==> src/rtl/cpu_pkg.sv <==
// Shared definitions for the instruction fetch sequencer: opcodes, FSM
// encoding and default bus widths.
package cpu_pkg;

  localparam int DEF_ADDR_W = 12;
  localparam int DEF_DATA_W = 16;

  localparam logic [3:0] OP_NOP  = 4'h0;
  localparam logic [3:0] OP_JMP  = 4'h8;
  localparam logic [3:0] OP_JZ   = 4'h9;
  localparam logic [3:0] OP_CALL = 4'hA;
  localparam logic [3:0] OP_RET  = 4'hB;
  localparam logic [3:0] OP_HLT  = 4'hF;

  typedef enum logic [2:0] {
    ST_FETCH,
    ST_WAIT,
    ST_DECODE,
    ST_EXEC,
    ST_UPDATE,
    ST_HALT
  } state_t;

endpackage

==> src/rtl/ret_stack.sv <==
// Pointer-based LIFO of return addresses. Overflowing pushes and underflowing
// pops are ignored here; the caller flags them.
module ret_stack #(
  parameter int W     = 12,
  parameter int DEPTH = 4
) (
  input  logic         clk,
  input  logic         rst_n,
  input  logic         push,
  input  logic         pop,
  input  logic [W-1:0] din,
  output logic [W-1:0] dout,
  output logic         full,
  output logic         empty
);

  localparam int PW = $clog2(DEPTH + 1);
  localparam int AW = (DEPTH > 1) ? $clog2(DEPTH) : 1;

  logic [W-1:0]  mem [DEPTH];
  logic [PW-1:0] count;
  logic [AW-1:0] wr_idx;
  logic [AW-1:0] top_idx;

  assign full    = (count == PW'(DEPTH));
  assign empty   = (count == '0);
  assign wr_idx  = AW'(count);
  assign top_idx = AW'(count - PW'(1));
  assign dout    = empty ? '0 : mem[top_idx];

  always_ff @(posedge clk or negedge rst_n) begin
    if (!rst_n) begin
      count <= '0;
    end else if (push && !full) begin
      count <= count + PW'(1);
    end else if (pop && !empty) begin
      count <= count - PW'(1);
    end
  end

  // Storage needs no reset: entries are only read below the pointer.
  always_ff @(posedge clk) begin
    if (push && !full) begin
      mem[wr_idx] <= din;
    end
  end

endmodule

==> src/rtl/fetch_sequencer.sv <==
// Instruction fetch/decode sequencer driving the PC. Define RET_STACK_EN to
// add CALL/RET with a hardware return stack; otherwise 0xA/0xB are ALU ops.
module fetch_sequencer
  import cpu_pkg::*;
#(
  parameter int ADDR_W      = DEF_ADDR_W,
  parameter int DATA_W      = DEF_DATA_W,
  parameter int STACK_DEPTH = 4
) (
  input  logic              clk,
  input  logic              rst_n,
  input  logic [ADDR_W-1:0] execadd,
  output logic              loadPC,
  output logic              incPC,
  output logic [ADDR_W-1:0] address,
  output logic              mem_req,
  output logic [ADDR_W-1:0] mem_addr,
  input  logic              mem_ack,
  input  logic [DATA_W-1:0] mem_rdata,
  output logic [DATA_W-1:0] ir,
  output logic              exec_start,
  input  logic              exec_done,
  input  logic              zero_flag,
  input  logic              resume,
  output logic              halted,
  output logic              stack_err
);

  state_t            state;
  logic [3:0]        opcode;
  logic [ADDR_W-1:0] operand;

  assign opcode  = ir[DATA_W-1 -: 4];
  assign operand = ir[ADDR_W-1:0];

`ifdef RET_STACK_EN
  logic              push;
  logic              pop;
  logic              full;
  logic              empty;
  logic [ADDR_W-1:0] top;
  logic [ADDR_W-1:0] ret_addr;

  assign ret_addr = execadd + ADDR_W'(1);
  assign push     = (state == ST_DECODE) && (opcode == OP_CALL) && !full;
  assign pop      = (state == ST_DECODE) && (opcode == OP_RET) && !empty;

  ret_stack #(
    .W     (ADDR_W),
    .DEPTH (STACK_DEPTH)
  ) u_ret_stack (
    .clk   (clk),
    .rst_n (rst_n),
    .push  (push),
    .pop   (pop),
    .din   (ret_addr),
    .dout  (top),
    .full  (full),
    .empty (empty)
  );
`else
  assign stack_err = 1'b0;
`endif

  always_ff @(posedge clk or negedge rst_n) begin
    if (!rst_n) begin
      state      <= ST_FETCH;
      loadPC     <= 1'b0;
      incPC      <= 1'b0;
      address    <= '0;
      mem_req    <= 1'b0;
      mem_addr   <= '0;
      ir         <= '0;
      exec_start <= 1'b0;
      halted     <= 1'b0;
`ifdef RET_STACK_EN
      stack_err  <= 1'b0;
`endif
    end else begin
      // PC pulses and exec_start are single-cycle by construction.
      loadPC     <= 1'b0;
      incPC      <= 1'b0;
      exec_start <= 1'b0;
      case (state)
        ST_FETCH: begin
          mem_addr <= execadd;
          mem_req  <= 1'b1;
          state    <= ST_WAIT;
        end
        ST_WAIT: begin
          if (mem_ack) begin
            ir      <= mem_rdata;
            mem_req <= 1'b0;
            state   <= ST_DECODE;
          end
        end
        ST_DECODE: begin
          state <= ST_UPDATE;
          case (opcode)
            OP_NOP: incPC <= 1'b1;
            OP_JMP: begin
              loadPC  <= 1'b1;
              address <= operand;
            end
            OP_JZ: begin
              if (zero_flag) begin
                loadPC  <= 1'b1;
                address <= operand;
              end else begin
                incPC <= 1'b1;
              end
            end
            OP_HLT: begin
              halted <= 1'b1;
              state  <= ST_HALT;
            end
`ifdef RET_STACK_EN
            OP_CALL: begin
              loadPC  <= 1'b1;
              address <= operand;
              if (full) stack_err <= 1'b1;
            end
            OP_RET: begin
              if (empty) begin
                incPC     <= 1'b1;
                stack_err <= 1'b1;
              end else begin
                loadPC  <= 1'b1;
                address <= top;
              end
            end
`endif
            default: begin
              exec_start <= 1'b1;
              state      <= ST_EXEC;
            end
          endcase
        end
        ST_EXEC: begin
          if (exec_done) begin
            incPC <= 1'b1;
            state <= ST_UPDATE;
          end
        end
        ST_UPDATE: state <= ST_FETCH;
        ST_HALT: begin
          if (resume) begin
            halted <= 1'b0;
            incPC  <= 1'b1;
            state  <= ST_UPDATE;
          end
        end
        default: state <= ST_FETCH;
      endcase
    end
  end

endmodule
==> config.mk <==
export PLATFORM = sky130hd
export DESIGN_NAME = fetch_sequencer
export DESIGN_NICKNAME = d
export VERILOG_FILES = /design/src/rtl/cpu_pkg.sv /design/src/rtl/ret_stack.sv /design/src/rtl/fetch_sequencer.sv
export SDC_FILE = /design/constraint.sdc
export NUM_CORES = 1
export LEC_CHECK = 0
export ABC_AREA = 1
export CAP_MARGIN = 5
export CORE_MARGIN = 4
export CORE_UTILIZATION = 46
export CTS_BUF_LIST = sky130_fd_sc_hd__clkbuf_16
export CTS_CLUSTER_DIAMETER = 80
export CTS_CLUSTER_SIZE = 40
export DETAILED_ROUTE_END_ITERATION = 10
export PLACE_DENSITY_LB_ADDON = 0.12
export SLEW_MARGIN = 20
export SYNTH_ARGS = -nofsm -noshare
export SYNTH_HDL_FRONTEND = slang
export SYNTH_SLANG_ARGS = --single-unit
==> constraint.sdc <==
create_clock -name clk -period 3.6 [get_ports clk]
set_input_delay 1.08 -clock clk [delete_from_list [all_inputs] [get_ports clk]]
set_output_delay 1.08 -clock clk [all_outputs]
set_load 0.02 [all_outputs]
**After elaboration in Yosys (flattened, before gate mapping)**

Index checks and enable logic that the tools add are counted.

- Logic and storage cells: 55
- Memories: 0
- Latch bits: 0
- RAM bits: 0
- ROM bits: 0
- Output and inout port bits: 46
- Bits in registers: 48

- Mux-type cells: 22
- Order comparisons: 0
- Eq/ne operators: 12
- Add/sub/neg operators: 0
- Reductions and logical operators: 12
- Divide/modulo/power cells: 0
- Shifts and indexed selects: 0
- Bitwise gates (word level): 0
- Multiply operators: 0

Operators by type and width:

| operator | number |
|---|---|
| $pmux 12 s2 | 1 |
| $pmux 3 s5 | 1 |
| $eq 4x4->1 const B | 3 |
| $mux 12 | 1 |
| $mux 1 | 10 |
| $mux 3 | 3 |
| $reduce_and 3->1 | 3 |
| $ne 2x2->1 const B | 4 |
| $pmux 1 s2 | 4 |
| $eq 3x2->1 const B | 2 |
| $pmux 3 s2 | 1 |
| $reduce_bool 2->1 | 3 |
| $logic_not 4->1 | 1 |
| $reduce_and 2->1 | 2 |
| $reduce_or 4->1 | 1 |
| $eq 3x1->1 const B | 1 |
| $eq 3x3->1 const B | 1 |
| $logic_not 3->1 | 1 |
| $pmux 1 s3 | 1 |
| $reduce_or 3->1 | 1 |
| $ne 2x1->1 const B | 1 |

**Logic depth before layout (Yosys ltp)**

- Word-level depth: 4
- Depth in mapped cells: 8
- Gate-level depth less buffers: 8

**Worst setup path after synthesis**

Ideal clock, no wire load.

- Kind: input to register
- Start point: in zero_flag
- End point: reg address[0]
- Arrival time: 1.690 ns
- Required time: 3.483 ns
- Stages on the path: 6
- Slack: 1.793 ns
- Cell sequence: inv_1 a21oi_1 nand2_4 buf_6 nand2_1 nand2_1

- Word-level cells in the longest chain between the ends: 2

RTL lines:

| element | RTL line | text |
|---|---|---|
| start: declaration | fetch_sequencer.sv:23 | `input logic zero_flag,` |
| $ne 2x2->1 (no source line) | -- |  |
| $reduce_and 3->1 (no source line) | -- |  |
| end signal: assignment | fetch_sequencer.sv:103 | `address <= operand;` |
| end signal: assignment | fetch_sequencer.sv:108 | `address <= operand;` |
| end: declaration | fetch_sequencer.sv:15 | `output logic [ADDR_W-1:0] address,` |

No other way between the ends.
A chain may end at the register's enable or synchronous reset.

**Worst setup path in the final report**

- Start point: reg ir[12]
- End point: out ir[12]

RTL lines:

| element | RTL line | text |
|---|---|---|
| start: declaration | fetch_sequencer.sv:20 | `output logic [DATA_W-1:0] ir,` |
| start signal: assignment | fetch_sequencer.sv:92 | `ir <= mem_rdata;` |

No word-level cell between the ends.

==> results_dict.tcl <==
set metrics [dict create \
    cp_top_family "buffers and inverters" \
    final_design_area_no_fill_um2 2930 \
    synth-seq-area-share 0.599 \
    gp_congestion 0.716 \
    slew_viol_final 0 \
    post-cts-setup-buffers 0 \
    top_cell_type_s_share_of_synthesized_area 0.599 \
    max_cap_viol_count 0 \
    cts_tree "yes" \
    clk_path_buf_depth 2 \
    hold_ws_ns 0.467 \
    cell_taking_the_most_area_after_synthesis "sky130_fd_sc_hd__dfrtp_1" \
    cts.reportedPaths.clkPinSlew_ns 0.06 \
    worst_ep_arrival_time_ns 1.33 \
    syn_area_um2 2000 \
    clkSinkCount 48 \
    buffer_ports.inserted 78 \
    critical-path-slowest-cell "sky130_fd_sc_hd__clkdlybuf4s50_1" \
    globalRouteOverflowTotal 0 \
    tritoncts.num_buffers 5 \
    hp-class "flop to flop" \
    worstReg2RegEnd "ir[0]$_DFFE_PN0P_" \
    status "complete, no violations" \
    postSynthCellCount 230 \
    dp_hpwl_mm 3.11 \
    regToRegSetupSlack_ns 1.79 \
    grt_max_degree 49 \
    finalSetupViolations 0 \
    cts.root.buffer_cell "sky130_fd_sc_hd__clkbuf_16" \
    warnings_synthesis 0 \
    height_of_the_chip_um 74.0 \
    drt-vias-per-instance 4.63 \
    period_utilization 0.670 \
    crit_path_cell_trace "clkdlybuf4s50_1" \
    postSynthNetCount 264 \
    skew_ns 0.00240 \
    starting_utilization_of_the_core_area 0.487 \
    drt.antenna.violating_nets 0 \
    synth_area_leaders "sky130_fd_sc_hd__dfrtp_1 60%, sky130_fd_sc_hd__nand2_1 16%, sky130_fd_sc_hd__inv_1 5.4%, sky130_fd_sc_hd__nand3_1 4.0%, sky130_fd_sc_hd__o21ai_0 3.7%" \
    antenna_found_initial 0 \
    finalHoldViolCount 0 \
    antenna_cells 0 \
    avgSynthCellArea_um2 8.71 \
    crit_path_start_kind "flop" \
    max-slew-margin-rel 0.604 \
    worstSetupPathType "flop to primary output" \
    hold-path-cell-count 2 \
    clk_latency_ns 0.28 \
    worstHoldEndpoint "mem_addr[5]$_DFFE_PN0N_" \
    grt_setup_unrepaired "no" \
    power.density_cell_area_nw_per_um2 923 \
    cpPeakStageDelay_ns 0.63 \
    drt-pass1-iter-count 4 \
    floorplan.die_area_um2 5480 \
    vdd_ir_drop_max_v 0.000448 \
    r2r_start "state[2]$_DFFE_PN0P_" \
    first_pass_grt_wire_length_mm 7.47 \
    cts_htree_levels 2 \
    timing_worst_slew_pin_value_ns 0.593 \
    fin_crit_ns 2.41 \
    worstHoldStart "mem_addr[5]$_DFFE_PN0N_" \
    core-area_um2 4120 \
    first_global_vias 1676 \
    critical_path.n_buffers_inverters 1 \
    count_of_nets_after_finishing 341 \
    final_layout_size_suffix_gt1_frac 0.0554 \
    timing.critical_path.fanout_max 5 \
    place_area_um2 2800 \
    syn_to_final_growth_pct 46.3 \
    static-leakage-power_nw 1.50 \
    floorplan.io_pins 80 \
    detail_route.drc_violations 0 \
    postRouteWirelength_mm 4.35 \
    floorplan.rows 23 \
    totalPowerFinal_mw 2.71 \
    r2r.worst_path.cells 3 \
    totalNegativeSetupSlack_ns 0 \
    timing.critical_path.to_type "primary output" \
    cts_resized 0 \
    wire_per_inst_um 12.2 \
    final_standard_cell_utilization_of_the_core 0.712 \
    yosys_register_bits 48 \
    die_w_um 74.0 \
    max_freq_mhz 415 \
    cts_hold_repair.buffers 0 \
    yosys.cell_types.count 19 \
    grtUsageTotal 0.178 \
    number_of_drc_markers_in_iteration_0 83 \
    routed_vias 1654 \
    worst_path_required_time_ns 2.52 \
]
-- stage by stage --
step	instances	setup slack (ns)
finish	357	1.19
detailed placement	350	1.05
CTS	357	1.18
floorplan	230	1.79
global route	357	1.13
global placement	350	1.13
-- synth_stat cells --
cell                       instances
sky130_fd_sc_hd__a21oi_1           7
sky130_fd_sc_hd__buf_2             5
sky130_fd_sc_hd__buf_4             1
sky130_fd_sc_hd__buf_6             1
sky130_fd_sc_hd__clkbuf_1          1
sky130_fd_sc_hd__conb_1            1
sky130_fd_sc_hd__dfrtp_1          48
sky130_fd_sc_hd__inv_1            29
sky130_fd_sc_hd__inv_2             2
sky130_fd_sc_hd__nand2_1          84
sky130_fd_sc_hd__nand2_4           1
sky130_fd_sc_hd__nand3_1          16
sky130_fd_sc_hd__nand3_2           2
sky130_fd_sc_hd__nor2_1           10
sky130_fd_sc_hd__nor2_4            2
sky130_fd_sc_hd__o21ai_0          15
sky130_fd_sc_hd__o21ai_1           1
sky130_fd_sc_hd__o21ai_2           3
sky130_fd_sc_hd__o21bai_1          1
-- state kept, by name, summed over array words and instances (netlist names) --
| name | count |
|---|---|
| ir | 16 |
| mem_addr | 12 |
| mem_req | 1 |
| state | 3 |
| incPC | 1 |
| exec_start | 1 |
| address | 12 |
| loadPC | 1 |
| halted | 1 |
-- power by group --
part / internal (mW) / switching (mW)
clock network: 0.249 / 0.176
registers: 0.790 / 0.165
logic: 0.584 / 0.742
total: 1.62 / 1.08
-- per-layer routing --
metal | track usage | vias up | routed length (um)
met4 | 0.0483 | 0 | 24
li1 | - | 853 | -
met1 | 0.218 | 749 | 1860
met5 | 0 | - | 0
met3 | 0.0581 | 2 | 314
met2 | 0.303 | 50 | 2160
-- cells by family (layout without fill, tap and decap cells) --
| family | count (synthesis) | count (layout) | share of synthesized area |
|---|---|---|---|
| AOI/OAI and AO/OA | 27 | 27 | 0.0743 |
| DFF | 48 | 48 | 0.599 |
| and+or+nand+nor | 115 | 115 | 0.243 |
| other | 1 | 1 | 0.00187 |
| buffers and inverters | 39 | 116 | 0.0818 |
-- how the worst max path moves through the flow --
| stage | to | cells past startpoint | startpoint |
|---|---|---|---|
| finish | ir[12] | 1 | ir[12]$_DFFE_PN0P_ |
| global route | ir[12] | 1 | ir[12]$_DFFE_PN0P_ |
| CTS | ir[12] | 1 | ir[12]$_DFFE_PN0P_ |
| detailed placement | ir[7]$_DFFE_PN0P_ | 3 | mem_ack |
| global placement | ir[5]$_DFFE_PN0P_ | 4 | mem_ack |
| floorplan | address[0]$_DFFE_PN0P_ | 6 | zero_flag |
-- area by class of cell --
class	instances	area (um2)
clock buffers	5	125
inverters	31	116
flip-flops and latches	48	1200
repair buffers	78	778
fillers	320	1180
well taps	50	62.6
clock inverters	2	8.76
multi-input cells	143	639
-- layout by cell type (no fill, tap or decap) --
cell / n
sky130_fd_sc_hd__a21oi_1: 7
sky130_fd_sc_hd__buf_4: 1
sky130_fd_sc_hd__clkbuf_16: 5
sky130_fd_sc_hd__clkdlybuf4s50_1: 77
sky130_fd_sc_hd__clkinv_2: 1
sky130_fd_sc_hd__conb_1: 1
sky130_fd_sc_hd__dfrtp_1: 48
sky130_fd_sc_hd__inv_1: 30
sky130_fd_sc_hd__inv_2: 2
sky130_fd_sc_hd__nand2_1: 84
sky130_fd_sc_hd__nand2_4: 1
sky130_fd_sc_hd__nand3_1: 16
sky130_fd_sc_hd__nand3_2: 2
sky130_fd_sc_hd__nor2_1: 10
sky130_fd_sc_hd__nor2_4: 2
sky130_fd_sc_hd__o21ai_0: 15
sky130_fd_sc_hd__o21ai_1: 1
sky130_fd_sc_hd__o21ai_2: 3
sky130_fd_sc_hd__o21bai_1: 1
Note: power is estimated with default switching activity, not from simulation.
